**config.mk**
```make
export PLATFORM = sky130hd
export DESIGN_NAME = reg_file_wb
export DESIGN_NICKNAME = d
export VERILOG_FILES = /design/src/rtl/reg_file_pkg.sv /design/src/rtl/reg_file_wb_register.sv /design/src/rtl/reg_file_wb.sv
export SDC_FILE = /design/constraint.sdc
export NUM_CORES = 1
export LEC_CHECK = 0
export BUFFER_PORTS_ARGS = -buffer_cell sky130_fd_sc_hd__clkbuf_2
export CORE_MARGIN = 8
export CORE_UTILIZATION = 50
export DETAILED_ROUTE_END_ITERATION = 10
export GPL_ROUTABILITY_DRIVEN = 1
export PLACE_DENSITY = 0.66
export SKIP_CTS_REPAIR_TIMING = 1
export SLEW_MARGIN = 20
export SYNTH_ARGS = -nofsm -noshare
export SYNTH_HDL_FRONTEND = slang
export SYNTH_SLANG_ARGS = --single-unit
```
**constraint.sdc**
```tcl
create_clock -name Clk -period 3.1 [get_ports Clk]
set_clock_uncertainty 0.05 [all_clocks]
set_input_delay 0.31 -clock Clk [delete_from_list [all_inputs] [get_ports Clk]]
set_output_delay 0.31 -clock Clk [all_outputs]
set_load 0.1 [all_outputs]
```
**src/rtl/reg_file_pkg.sv**
```systemverilog
// reg_file_pkg
// Shared types and constants for the 16 x 32-bit register file slice, plus
// the read-select/forward function used by both read ports.
// Optional feature macro: REGFILE_WR_BYPASS_EN (adds the incoming write as
// the highest-priority read source).

package reg_file_pkg;

  localparam int DATA_W   = 32;
  localparam int NUM_REGS = 16;
  localparam int ADDR_W   = $clog2(NUM_REGS);

  typedef logic [ADDR_W-1:0] reg_addr_t;
  typedef logic [DATA_W-1:0] reg_data_t;
  typedef logic [NUM_REGS-1:0][DATA_W-1:0] reg_array_t;

  localparam reg_data_t RESET_VAL = '0;

  // Value a read of address x must return this cycle. The pending buffer
  // entry has not reached the array yet, so it overrides the array; with the
  // bypass build the write being presented right now overrides both.
  function automatic reg_data_t read_sel(
    input reg_addr_t  x,
`ifdef REGFILE_WR_BYPASS_EN
    input logic       we,
    input reg_addr_t  wa,
    input reg_data_t  wd,
`endif
    input logic       wb_valid,
    input reg_addr_t  wb_addr,
    input reg_data_t  wb_data,
    input reg_array_t regs
  );
    reg_data_t r;
    r = regs[x];
    if (wb_valid && (wb_addr == x)) r = wb_data;
`ifdef REGFILE_WR_BYPASS_EN
    if (we && (wa == x)) r = wd;
`endif
    return r;
  endfunction

endpackage

```
**src/rtl/reg_file_wb_register.sv**
```systemverilog
// reg_file_wb_register
// One DATA_W-bit storage register with a load enable.
// Ports:
//   Clk   - system clock, rising edge
//   Reset - asynchronous active-low reset, clears Q to RESET_VAL
//   Load  - when high, Q takes IN at the rising edge
//   IN    - data to load
//   Q     - stored value

module reg_file_wb_register
  import reg_file_pkg::*;
(
  input  logic      Clk,
  input  logic      Reset,
  input  logic      Load,
  input  reg_data_t IN,
  output reg_data_t Q
);

  // Hold unless this register is the one selected by the write-back decode.
  always_ff @(posedge Clk or negedge Reset) begin
    if (!Reset) begin
      Q <= RESET_VAL;
    end else if (Load) begin
      Q <= IN;
    end
  end

endmodule

```
**src/rtl/reg_file_wb.sv**
```systemverilog
// reg_file_wb
// 16 x 32-bit register file with one write-back port, a one-entry write-back
// buffer (writes commit the cycle after they are presented) and two
// registered read ports that forward from the pending buffer entry.
// Optional feature macro: REGFILE_WR_BYPASS_EN -- when defined, a read of the
// address being written in the same cycle returns the incoming WD.
// Ports:
//   Clk       - system clock, rising edge
//   Reset     - asynchronous active-low reset
//   WE/WA/WD  - write request, address and data
//   RA/RB     - read addresses, ports A and B
//   OutA/OutB - registered read data (1-cycle latency)
//   WbPending - high while the write-back buffer holds an uncommitted write

module reg_file_wb
  import reg_file_pkg::*;
(
  input  logic              Clk,
  input  logic              Reset,
  input  logic              WE,
  input  logic [ADDR_W-1:0] WA,
  input  logic [DATA_W-1:0] WD,
  input  logic [ADDR_W-1:0] RA,
  input  logic [ADDR_W-1:0] RB,
  output logic [DATA_W-1:0] OutA,
  output logic [DATA_W-1:0] OutB,
  output logic              WbPending
);

  logic                wb_valid;
  reg_addr_t           wb_addr;
  reg_data_t           wb_data;
  logic [NUM_REGS-1:0] load;
  reg_array_t          regs;
  reg_data_t           next_a;
  reg_data_t           next_b;

  // Write-back buffer. A new write is captured in the same cycle the previous
  // one commits, so back-to-back writes flow at full rate with no stall.
  // Address/data are only reloaded for real writes.
  always_ff @(posedge Clk or negedge Reset) begin
    if (!Reset) begin
      wb_valid <= 1'b0;
      wb_addr  <= '0;
      wb_data  <= RESET_VAL;
    end else begin
      wb_valid <= WE;
      if (WE) begin
        wb_addr <= WA;
        wb_data <= WD;
      end
    end
  end

  assign WbPending = wb_valid;

  // One-hot load decode: only the buffered address's register is enabled.
  for (genvar i = 0; i < NUM_REGS; i++) begin : g_regs
    assign load[i] = wb_valid && (wb_addr == reg_addr_t'(i));

    reg_file_wb_register u_reg (
      .Clk   (Clk),
      .Reset (Reset),
      .Load  (load[i]),
      .IN    (wb_data),
      .Q     (regs[i])
    );
  end

  always_comb begin
    next_a = read_sel(RA,
`ifdef REGFILE_WR_BYPASS_EN
                      WE, WA, WD,
`endif
                      wb_valid, wb_addr, wb_data, regs);
    next_b = read_sel(RB,
`ifdef REGFILE_WR_BYPASS_EN
                      WE, WA, WD,
`endif
                      wb_valid, wb_addr, wb_data, regs);
  end

  // Registered read ports.
  always_ff @(posedge Clk or negedge Reset) begin
    if (!Reset) begin
      OutA <= RESET_VAL;
      OutB <= RESET_VAL;
    end else begin
      OutA <= next_a;
      OutB <= next_b;
    end
  end

endmodule

```
# Yosys cells after proc, flatten, opt, wreduce, memory -nomap -nowiden
# Index checks and enable logic that the tools add are counted.
op_classes:
  magnitude_cmp: 2
  eq_ne: 17
  n_mux: 6
  reduce_logical: 19
op_table:
  columns: ["cell", "count"]
  rows:
  - ["32-bit binary-select mux with 4-bit select", 2]
  - ["32-bit 2-to-1 mux", 4]
  - ["4-bit equality test, second input constant", 8]
  - ["1-bit logical AND", 18]
  - ["4-bit by 3-bit equality test with 1-bit output, second input constant", 4]
  - ["4-bit by 5-bit < comparator with 1-bit output, second input constant", 2]
  - ["4-bit by 2-bit equality test with 1-bit output, second input constant", 2]
  - ["4-bit equality test", 2]
  - ["4-bit by 1-bit equality test with 1-bit output, second input constant", 1]
  - ["4-bit zero test", 1]
totals:
  register_bits: 613
  input_bits: 47
  output_inout_bits: 65
  elab_cells: 65

# Logic depth before layout (Yosys ltp)
# Gate-level depths: netlist (run 1).
depth:
  word_depth: 3
  ltp_mapped: 7
  ltp_nobuf: 4

# By module
# From an unflattened synthesis (run 1), not the netlist that was laid out.
unflattened:
  cells_unflattened: 1875
  hier_area_um2: 32830.2
modules_own_cells:
  columns: ["module", "n_inst", "cells_each", "area_per_inst_um2", "seq_area_each_um2"]
  rows:
  - ["reg_file_wb_register", 16, 68, 1345.0, 800.8]
  - ["reg_file_wb", 1, 787, 11309.6, 2527.4]

# Worst setup path after synthesis (run 1)
# OpenSTA, ideal clock, no wires.
synth_timing:
  path_type: "register -> register"
  start: "register wb_valid, in the netlist WbPending"
  end: "register g_regs[6].u_reg.Q[10]"
  setup_time_ns: 0.128
  arrival_time_ns: 2.277
  t_required_ns: 2.922
  setup_slack_ns: 0.645
  path_stages_with_launch: 6
  n_path_buf: 2
  period_less_slack_ns: 2.455
  path_cell_list: "dfrtp_1 -> nor3b_1 -> and3_1 -> clkbuf_1 -> buf_2 -> mux2_1"
synth_via:
  elab_chain_cells: 1
synth_rtl:
  columns: ["item", "line_no", "source"]
  rows:
  - ["from (decl)", "reg_file_wb.sv:30", "logic wb_valid;"]
  - ["from (signal assigned)", "reg_file_wb.sv:43", "wb_valid <= 1'b0;"]
  - ["from (signal assigned)", "reg_file_wb.sv:47", "wb_valid <= WE;"]
  - ["1-bit logical AND", "reg_file_wb.sv:59", "assign load[i] = wb_valid && (wb_addr == reg_addr_t'(i));"]
  - ["to (signal assigned)", "reg_file_wb_register.sv:23", "Q <= RESET_VAL;"]
  - ["to (signal assigned)", "reg_file_wb_register.sv:25", "Q <= IN;"]
  - ["to (decl)", "reg_file_wb_register.sv:17", "output reg_data_t Q"]
# Every way passes these cells.
# A chain may end at the register's enable or synchronous reset.

# Worst setup path in the final report (run 1)
layout_timing:
  start: "register wb_addr[2]"
  end: "register g_regs[15].u_reg.Q[14]"
layout_via:
  elab_chain_cells: 2
layout_rtl:
  columns: ["item", "line_no", "source"]
  rows:
  - ["from (decl)", "reg_file_wb.sv:31", "reg_addr_t wb_addr;"]
  - ["from (signal assigned)", "reg_file_wb.sv:44", "wb_addr <= '0;"]
  - ["from (signal assigned)", "reg_file_wb.sv:49", "wb_addr <= WA;"]
  - ["4-bit equality test", "reg_file_wb.sv:59", null]
  - ["1-bit logical AND", "reg_file_wb.sv:59", null]
  - ["to (signal assigned)", "reg_file_wb_register.sv:23", null]
  - ["to (signal assigned)", "reg_file_wb_register.sv:25", null]
  - ["to (decl)", "reg_file_wb_register.sv:17", null]
# Every way passes these cells.

==> results.json, run 1 <==
{
  "cap_violations": 0,
  "wl_per_cell_microns": 28.4,
  "synth_most_common_cell": "dfrtp_1",
  "track_usage_pct": 23.5,
  "grt_max_degree": 125,
  "rr_startpoint": "wb_addr[2]",
  "clock_sinks": 613,
  "syn-num-nets": 1976,
  "antenna_found_initial": 0,
  "rsz0062_at_grt": "false",
  "htreeDepth": 3,
  "grt_pass1_wl_microns": 125000,
  "insertion_delay_ns": 0.61,
  "p_sw_share_pct": 33.8,
  "clk_pin_slew_ns": 0.06,
  "dr.pass1.iters": 5,
  "grt_remaining_overflow": 0,
  "finalWirelength_microns": 80500,
  "final-setup-viol-count": 0,
  "vias": 18300,
  "die-area_sq_um": 69100,
  "p_per_area_nw_per_um2": 908,
  "synth_edf_count": 0,
  "status": "completed",
  "syn_inst": 1929,
  "p_clk_share_pct": 26.7,
  "synth_cell_types": 23,
  "drt_iter0_drc": 1383,
  "avgViaCountPerCell": 6.44,
  "fill_cells": 4635,
  "diodes": 0,
  "portBuffers": 111,
  "path_class": "reg -> reg",
  "syn_avg_cell_area_sq_um": 15.8,
  "register_area_sq_um": 15300,
  "p_sw_uw": 10700,
  "rrSetupSlack_ns": 0.55,
  "vdd_drop_max_mv": 0.638,
  "top_layer_used": "met4",
  "synth_top_area_cell": "dfrtp_1",
  "p_int_uw": 20900,
  "min_period_ns": 2.55,
  "fin_area_sq_um": 34800,
  "critPathLaunchType": "flip-flop",
  "multiInputGateArea_sq_um": 14300,
  "finalHoldViolations": 0,
  "arrival_ns": 2.98,
  "synth_seq_area_share_pct": 50.4,
  "initial_utilization_pct": 50.6,
  "grt_pass1_vias": 19600,
  "cts_buffers": 70,
  "drt-met1-wl_microns": 34600,
  "globalplace.congestion": 0.784,
  "cts_tree": "built",
  "synthesis.area_sq_um": 30500,
  "ys.warnings.count": 0,
  "rows": 90,
  "synthTopCellsByArea": "dfrtp_1 (50%), mux4_2 (19%), mux2_1 (19%)",
  "crit_required_ns": 3.53,
  "hp-class": "in -> async",
  "combPwrFrac_pct": 30.3,
  "maxSlewHeadroom_pct": 23.1,
  "cts_buffer_depth": 3,
  "dr_wl_met3_microns": 5730,
  "end_kind": "flip-flop",
  "core_sq_um": 60200,
  "routed-wl-met2_microns": 37800,
  "r2r-end": "g_regs[15].u_reg.Q[14]",
  "area_growth_pct": 14.3,
  "reg2reg_depth": 4,
  "ant_nets": 0,
  "fin_setup_tns_ns": 0,
  "die_w_microns": 263,
  "drive_gt1_share_pct": 32.7,
  "root_buffer": "clkbuf_16",
  "p_seq_share_pct": 43.0,
  "period_share_pct": 82.4,
  "nets": 2047,
  "yosysTopAreaCellShare_pct": 50.4,
  "ys_async_sr_fraction_pct": 100,
  "placed_area_sq_um": 32100,
  "worst_pin_slew_ns": 1.15,
  "ys_top_cells_by_count": "dfrtp_1 (613), mux2_1 (515), mux4_2 (258)",
  "io_pins": 112,
  "ys.flop_type": "dfrtp_1",
  "crit_path_max_fanout": 14,
  "slew_viol_final": 0,
  "max_freq_mhz": 392,
  "route.detailed.drc": 0,
  "die_y_microns": 263,
  "dp_hpwl_microns": 48200,
  "synth-seq-cells": 613,
  "p_leak_uw": 0.0149
}
==> cells by family (layout without fill, tap and decap cells) <==
| kind of cell | Yosys count | after routing | share of synthesized area (%) |
|---|---|---|---|
| and+or+nand+nor | 98 | 98 | 1.43 |
| muxes | 870 | 870 | 41.7 |
| AOI/OAI and AO/OA | 124 | 124 | 3.06 |
| xor gates and xnor gates | 8 | 8 | 0.230 |
| buffers and inverters | 216 | 341 | 3.20 |
| DFF | 613 | 613 | 50.4 |
==> state kept, by name, indices dropped and copies added (netlist names) <==
name and flops:
g_regs.u_reg.Q 512, OutB 32, WbPending 1, OutA 32, wb_data 32, wb_addr 4
==> power by group through the flow <==
stage,clock network (uW),logic [uW],registers (uW)
after floorplan,0,5600,15100
after global placement,0,9370,13400
after detailed placement,0,9600,13700
after CTS,8630,9640,13500
after global routing,8980,10200,14000
final,8450,9580,13600
==> metal layers <==
layer | vias up | track usage, %
met5 | - | 0
met4 | 0 | 8.34
met3 | 148 | 5.00
met2 | 639 | 36.5
met1 | 9904 | 32.8
li1 | 7560 | -
==> final cells by class <==
cell class	count	area share (%)
clock buffer	99	5.90
clock inverter	27	0.902
multi-input combinational	1100	41.0
tap	782	2.81
sequential	613	44.1
timing repair buffer	215	5.26
==> layout by cell type (no fill, tap or decap) <==
cell	n
inv_6	6
dfrtp_1	613
mux4_2	258
nand3b_1	4
nand2_1	65
nor4_4	2
and2_2	2
or3_2	1
nand2b_1	2
buf_6	2
clkbuf_8	19
or3_4	2
nor2b_4	4
and3_2	1
xnor2_1	2
nor2_4	11
nor3b_1	1
nand3_1	1
nand2_2	1
buf_4	38
a22oi_1	124
buf_12	29
bufinv_16	6
clkinv_4	1
buf_8	1
mux2_1	515
clkbuf_2	106
nor2_1	1
dlygate4sd3_1	37
clkbuf_1	11
clkinv_2	13
xor2_1	6
mux2_2	97
clkinvlp_4	1
clkbuf_16	71
==> worst max path at each step <==
stage,to,slack [ns],startpoint,cells past startpoint
after floorplan,g_regs[6].u_reg.Q[10],0.65,WbPending,5
after global placement,g_regs[1].u_reg.Q[16],0.61,wb_addr[3],3
after detailed placement,g_regs[8].u_reg.Q[7],0.59,wb_addr[0],3
after CTS,g_regs[8].u_reg.Q[17],0.58,wb_addr[0],3
after global routing,g_regs[15].u_reg.Q[8],0.49,wb_addr[2],4
final,g_regs[15].u_reg.Q[14],0.55,wb_addr[2],4
==> critical path, cell delays in order (launching register included) <==
cell and delay (ns):
dfrtp_1 0.76, nand2_1 0.35, nor2_4 0.65, buf_12 0.25, mux2_1 0.34
==> stage by stage <==
step | cells | setup WS (ns) | util, % | hold WS (ns) | power, uW
6_report | 2836 | 0.546 | 57.8 | 0.186 | 31600
5_1_grt | 2836 | 0.491 | 57.8 | 0.190 | 33200
4_1_cts | 2799 | 0.582 | 57.1 | -0.423 | 31800
3_5_place_dp | 2673 | 0.594 | 53.2 | 0.220 | 23300
3_3_place_gp | 2673 | 0.608 | 53.2 | 0.209 | 22800
2_1_floorplan | 1929 | 0.645 | - | -0.0356 | 20700
Note: power is estimated with default switching activity, not from simulation.
==> run 2: changes to the inputs <==
- PLACE_DENSITY: 0.66 -> 0.68
- clock period: 3.1 -> 2.1 ns (I/O delays scaled with it)
==> run 2 against run 1 <==
  * Setup slack worse by 0.50 ns
  * Hold slack worse by 0.15 ns
  * Power is 45% higher
  * Die area stayed put
  * Combinational power is 49% higher
  * Core utilization is 1.0 points higher
  * Critical path type unchanged
  * Largest cell class unchanged
  * Largest power group unchanged
==> results.json, run 2 (same netlist as run 1, synthesis figures left out) <==
{
  "p_per_area_nw_per_um2": 1300,
  "grt_pass1_wl_microns": 128000,
  "p_seq_share_pct": 43.7,
  "grt_pass1_vias": 20200,
  "finalHoldViolations": 0,
  "crit_buf_inv": 2,
  "slew_viol_final": 0,
  "end_kind": "flip-flop",
  "diodes": 0,
  "cts_tree": "built",
  "final_common_cell": "dfrtp_1",
  "clock_sinks": 613,
  "cp_cell_sequence": "xnor2_1 > nand2_1 > nor4_4 > buf_4 > buf_6 > mux2_2",
  "p_int_uw": 30300,
  "cap_violations": 0,
  "final_cell_mix": "dfrtp_1 (610), mux2_1 (515), mux4_2 (258)",
  "initial_utilization_pct": 50.6,
  "final-setup-viol-count": 0,
  "top_register": "g_regs.u_reg.Q",
  "die_y_microns": 263,
  "root_buffer": "clkbuf_16",
  "antenna_found_initial": 0,
  "period_share_pct": 97.6,
  "maxSlewHeadroom_pct": 31.2,
  "fin_area_sq_um": 35400,
  "vias": 18600,
  "die-area_sq_um": 69100,
  "globalplace.congestion": 0.801,
  "crit_path_max_fanout": 13,
  "rows": 90,
  "dp_hpwl_microns": 48900,
  "io_pins": 112,
  "p_leak_uw": 0.0152,
  "multiInputGateArea_sq_um": 14300,
  "route.detailed.drc": 0,
  "max_freq_mhz": 488,
  "p_total_uw": 46000,
  "grt_remaining_overflow": 0,
  "portBuffers": 111,
  "finalWirelength_microns": 82400,
  "combPwrFrac_pct": 31.1,
  "die_w_microns": 263,
  "clk_pin_slew_ns": 0.06,
  "insertion_delay_ns": 0.60,
  "vdd_drop_max_mv": 0.952,
  "core_sq_um": 60200,
  "wl_per_cell_microns": 28.7,
  "ant_nets": 0,
  "cts_buffer_depth": 3,
  "cts_buffers": 68,
  "path_delay_family": "flip-flops",
  "htreeDepth": 3,
  "nets": 2097,
  "hp-class": "in -> async",
  "largest_reg_flops": 512,
  "p_clk_share_pct": 25.2,
  "path_class": "reg -> reg",
  "track_usage_pct": 24.1,
  "drt_iter0_drc": 1473,
  "rrSetupSlack_ns": 0.05,
  "fill_cells": 4492,
  "status": "completed",
  "critPathLaunchType": "flip-flop",
  "fin_util_pct": 58.8,
  "slowest_stage": "dfrtp_2",
  "placed_area_sq_um": 32900,
  "p_sw_share_pct": 34.1,
  "p_sw_uw": 15700,
  "drive_gt1_share_pct": 33.8,
  "min_period_ns": 2.05,
  "register_area_sq_um": 15300,
  "area_growth_pct": 16.3,
  "cpPeakStageDelay_ns": 0.51,
  "worst_pin_slew_ns": 1.03,
  "avgViaCountPerCell": 6.48,
  "grt_max_degree": 107,
  "crit_required_ns": 2.51,
  "dr.pass1.iters": 5,
  "arrival_ns": 2.46
}
-- run 2: changes by cell type in the layout (fill, tap and decap cells not counted), sizes merged --
| cell | delta |
|---|---|
| bufinv | -4 |
| dlygate4sd3 | +1 |
| clkbuf | +1 |
| inv | -4 |
| clkinv | -6 |
| buf | +51 |
-- run 2: per-stage QoR --
step                      hold slack [ns]  setup WS (ns)  std cells  TNS (ns)
after floorplan                    -0.136         0.0367       1929         0
after global placement             0.0711         -0.122       2722     -2.16
after detailed placement           0.0651         -0.161       2722     -3.24
after CTS                          -0.570         -0.198       2835     -3.82
after global routing               0.0401        -0.0309       2875    -0.146
final                              0.0402         0.0495       2875         0
-- run 2: path summary, 6_finish.rpt --
kind	start	end	cells after the start
worst min register to register	g_regs[15].u_reg.Q[18]	g_regs[15].u_reg.Q[18]	1
worst max register to register	wb_addr[1]	OutB[20]	6
worst min-delay path	Reset	g_regs[7].u_reg.Q[3]	2
min in group Clk	WA[2]	wb_addr[2]	3
max in group asynchronous	Reset	OutA[17]	3
worst max-delay path	wb_addr[1]	OutB[20]	6
-- run 2: routing by layer --
layer	GRT usage, %	vias up	wire [microns]
li1	-	7630	-
met3	4.71	155	6080
met1	34.0	10200	35400
met4	7.41	0	2130
met2	37.6	676	38800
met5	0	-	0
-- run 2: power groups by stage --
stage                     Clock (uW)  Sequential (uW)  Combinational, uW
after global placement             0            19800              13900
after floorplan                    0            22300               8260
after CTS                      11900            20000              14400
after global routing           12300            20800              15200
final                          11600            20100              14300
after detailed placement           0            20200              14300
-- run 2: final cells by class --
cell class | count | share of cell area, %
clock buffer | 100 | 5.69
timing repair buffer | 267 | 7.55
sequential | 613 | 43.3
tap | 782 | 2.76
multi-input combinational | 1100 | 40.3
clock inverter | 13 | 0.360
==> run 3: changes to the inputs <==
- SETUP_SLACK_MARGIN: unset -> 0.4
==> run 3 against run 2 <==
  * Setup slack gained 0.019 ns
  * Register-to-register slack gained 0.02 ns
  * First-iteration DRC count grew 4.6%
  * Sequential share of layout area shrank 2.2 points
  * Final cell count grew 2.3%
  * Critical path type unchanged
  * Clock power grew 5%
  * Sequential power is essentially flat
  * Critical path depth is the same
  * Critical endpoint is now OutB[1]
  * Highest routed layer unchanged
  * Combinational power grew 12%
  * Maximum frequency grew 0.93%
  * Count of clock-buffer cells in the layout grew 1
  * Largest power group unchanged
  * Core utilization grew 3.2 points
==> results.json, run 3 (same netlist as run 1, synthesis figures left out) <==
{
  "status": "completed",
  "place_inst": 2739,
  "track_usage_pct": 24.3,
  "final_cell_mix": "dfrtp_1 (608), mux2_1 (319), mux4_2 (258)",
  "crit_required_ns": 2.52,
  "grt_pass1_wl_microns": 130000,
  "htreeDepth": 3,
  "grt_max_degree": 81,
  "worst_pin_slew_ns": 1.07,
  "clock_sinks": 613,
  "grt_remaining_overflow": 0,
  "hp-class": "in -> async",
  "slowest_stage": "dfrtp_2",
  "cts_buffer_depth": 3,
  "max_freq_mhz": 492,
  "drive_gt1_share_pct": 45.2,
  "finalHoldViolations": 0,
  "portBuffers": 111,
  "cts_buffers": 68,
  "cap_violations": 0,
  "end_kind": "flip-flop",
  "top_register": "g_regs.u_reg.Q",
  "fin_util_pct": 62.0,
  "path_class": "reg -> reg",
  "finalWirelength_microns": 89100,
  "critPathLaunchType": "flip-flop",
  "vdd_drop_max_mv": 0.963,
  "grt_pass1_vias": 20200,
  "min_period_ns": 2.03,
  "avgViaCountPerCell": 6.45,
  "ant_nets": 0,
  "area_growth_pct": 22.7,
  "final_common_cell": "dfrtp_1",
  "diodes": 0,
  "initial_utilization_pct": 50.6,
  "cpPeakStageDelay_ns": 0.51,
  "p_per_area_nw_per_um2": 1300,
  "rows": 90,
  "drt_iter0_drc": 1541,
  "final_cell_count_no_fill": 2942,
  "final-setup-viol-count": 0,
  "crit_path_max_fanout": 7,
  "die_w_microns": 263,
  "rsz0062_at_grt": "true",
  "die_y_microns": 263,
  "insertion_delay_ns": 0.61,
  "cp_cell_sequence": "buf_12 > xor2_1 > nor4_4 > buf_6 > buf_12 > mux2_4",
  "route.detailed.drc": 0,
  "largest_reg_flops": 512,
  "io_pins": 112,
  "core_sq_um": 60200,
  "dp_hpwl_microns": 51300,
  "cts_tree": "built",
  "period_share_pct": 96.7,
  "root_buffer": "clkbuf_16",
  "wl_per_cell_microns": 30.3,
  "clk_pin_slew_ns": 0.06,
  "dr.pass1.iters": 5,
  "p_leak_uw": 0.0165,
  "slew_viol_final": 0,
  "arrival_ns": 2.45,
  "maxSlewHeadroom_pct": 28.8,
  "nets": 2153,
  "die-area_sq_um": 69100,
  "crit_path_frequent_cell": "buf_12",
  "globalplace.congestion": 0.808,
  "vias": 19000,
  "antenna_found_initial": 0
}
## run 3: area by class of cell
cell class / count / area (sq um)
Fill cell: 4264 / 22900
Sequential cell: 613 / 15300
Multi-Input combinational cell: 1100 / 15200
Timing Repair Buffer: 323 / 3570
Clock buffer: 101 / 1990
Tap cell: 782 / 978
Clock inverter: 23 / 304
## run 3: power breakdown
group / internal, uW / switching [uW]
combinational: 8380 / 7610
sequential: 16500 / 3700
clock: 7330 / 4920
total: 32300 / 16200
## run 3: critical path, delay by kind of cell (launching register included)
family / cells / cell delay (ns)
XOR/XNOR: 1 / 0.16
AND/OR/NAND/NOR: 1 / 0.24
flip-flops: 1 / 0.51
multiplexers: 1 / 0.31
buffers and inverters: 3 / 0.61
## run 3: final timing paths
kind,from,end,slack [ns],depth (start not counted)
max,wb_addr[0],OutB[1],0.07,6
min,Reset,g_regs[4].u_reg.Q[1],0.06,2
max reg2reg,wb_addr[0],OutB[1],0.07,6
min reg2reg,g_regs[10].u_reg.Q[7],g_regs[10].u_reg.Q[7],0.45,1
max in group asynchronous,Reset,g_regs[5].u_reg.Q[15],1.04,3
min in group Clk,RA[1],OutA[30],0.12,3
## run 3: per-layer routing
metal | vias to the layer above | GRT usage (%) | wire [microns]
li1 | 7762 | - | -
met3 | 137 | 4.26 | 6290
met2 | 700 | 38.8 | 42700
met1 | 10400 | 34.0 | 37500
met4 | 0 | 7.58 | 2550
met5 | - | 0 | 0
## run 3: stage by stage
step	total power, uW	setup TNS (ns)	hold WS, ns	worst slack, ns	area, sq um
floorplan	31500	0	-0.136	0.201	31100
global placement	34600	-3.66	0.0695	-0.153	33400
detailed placement	35400	-4.84	0.0753	-0.179	33400
CTS	47800	-6.04	-0.557	-0.199	35700
global route	50700	0	0.0485	0.0400	37400
finish	48500	0	0.0616	0.0684	37400
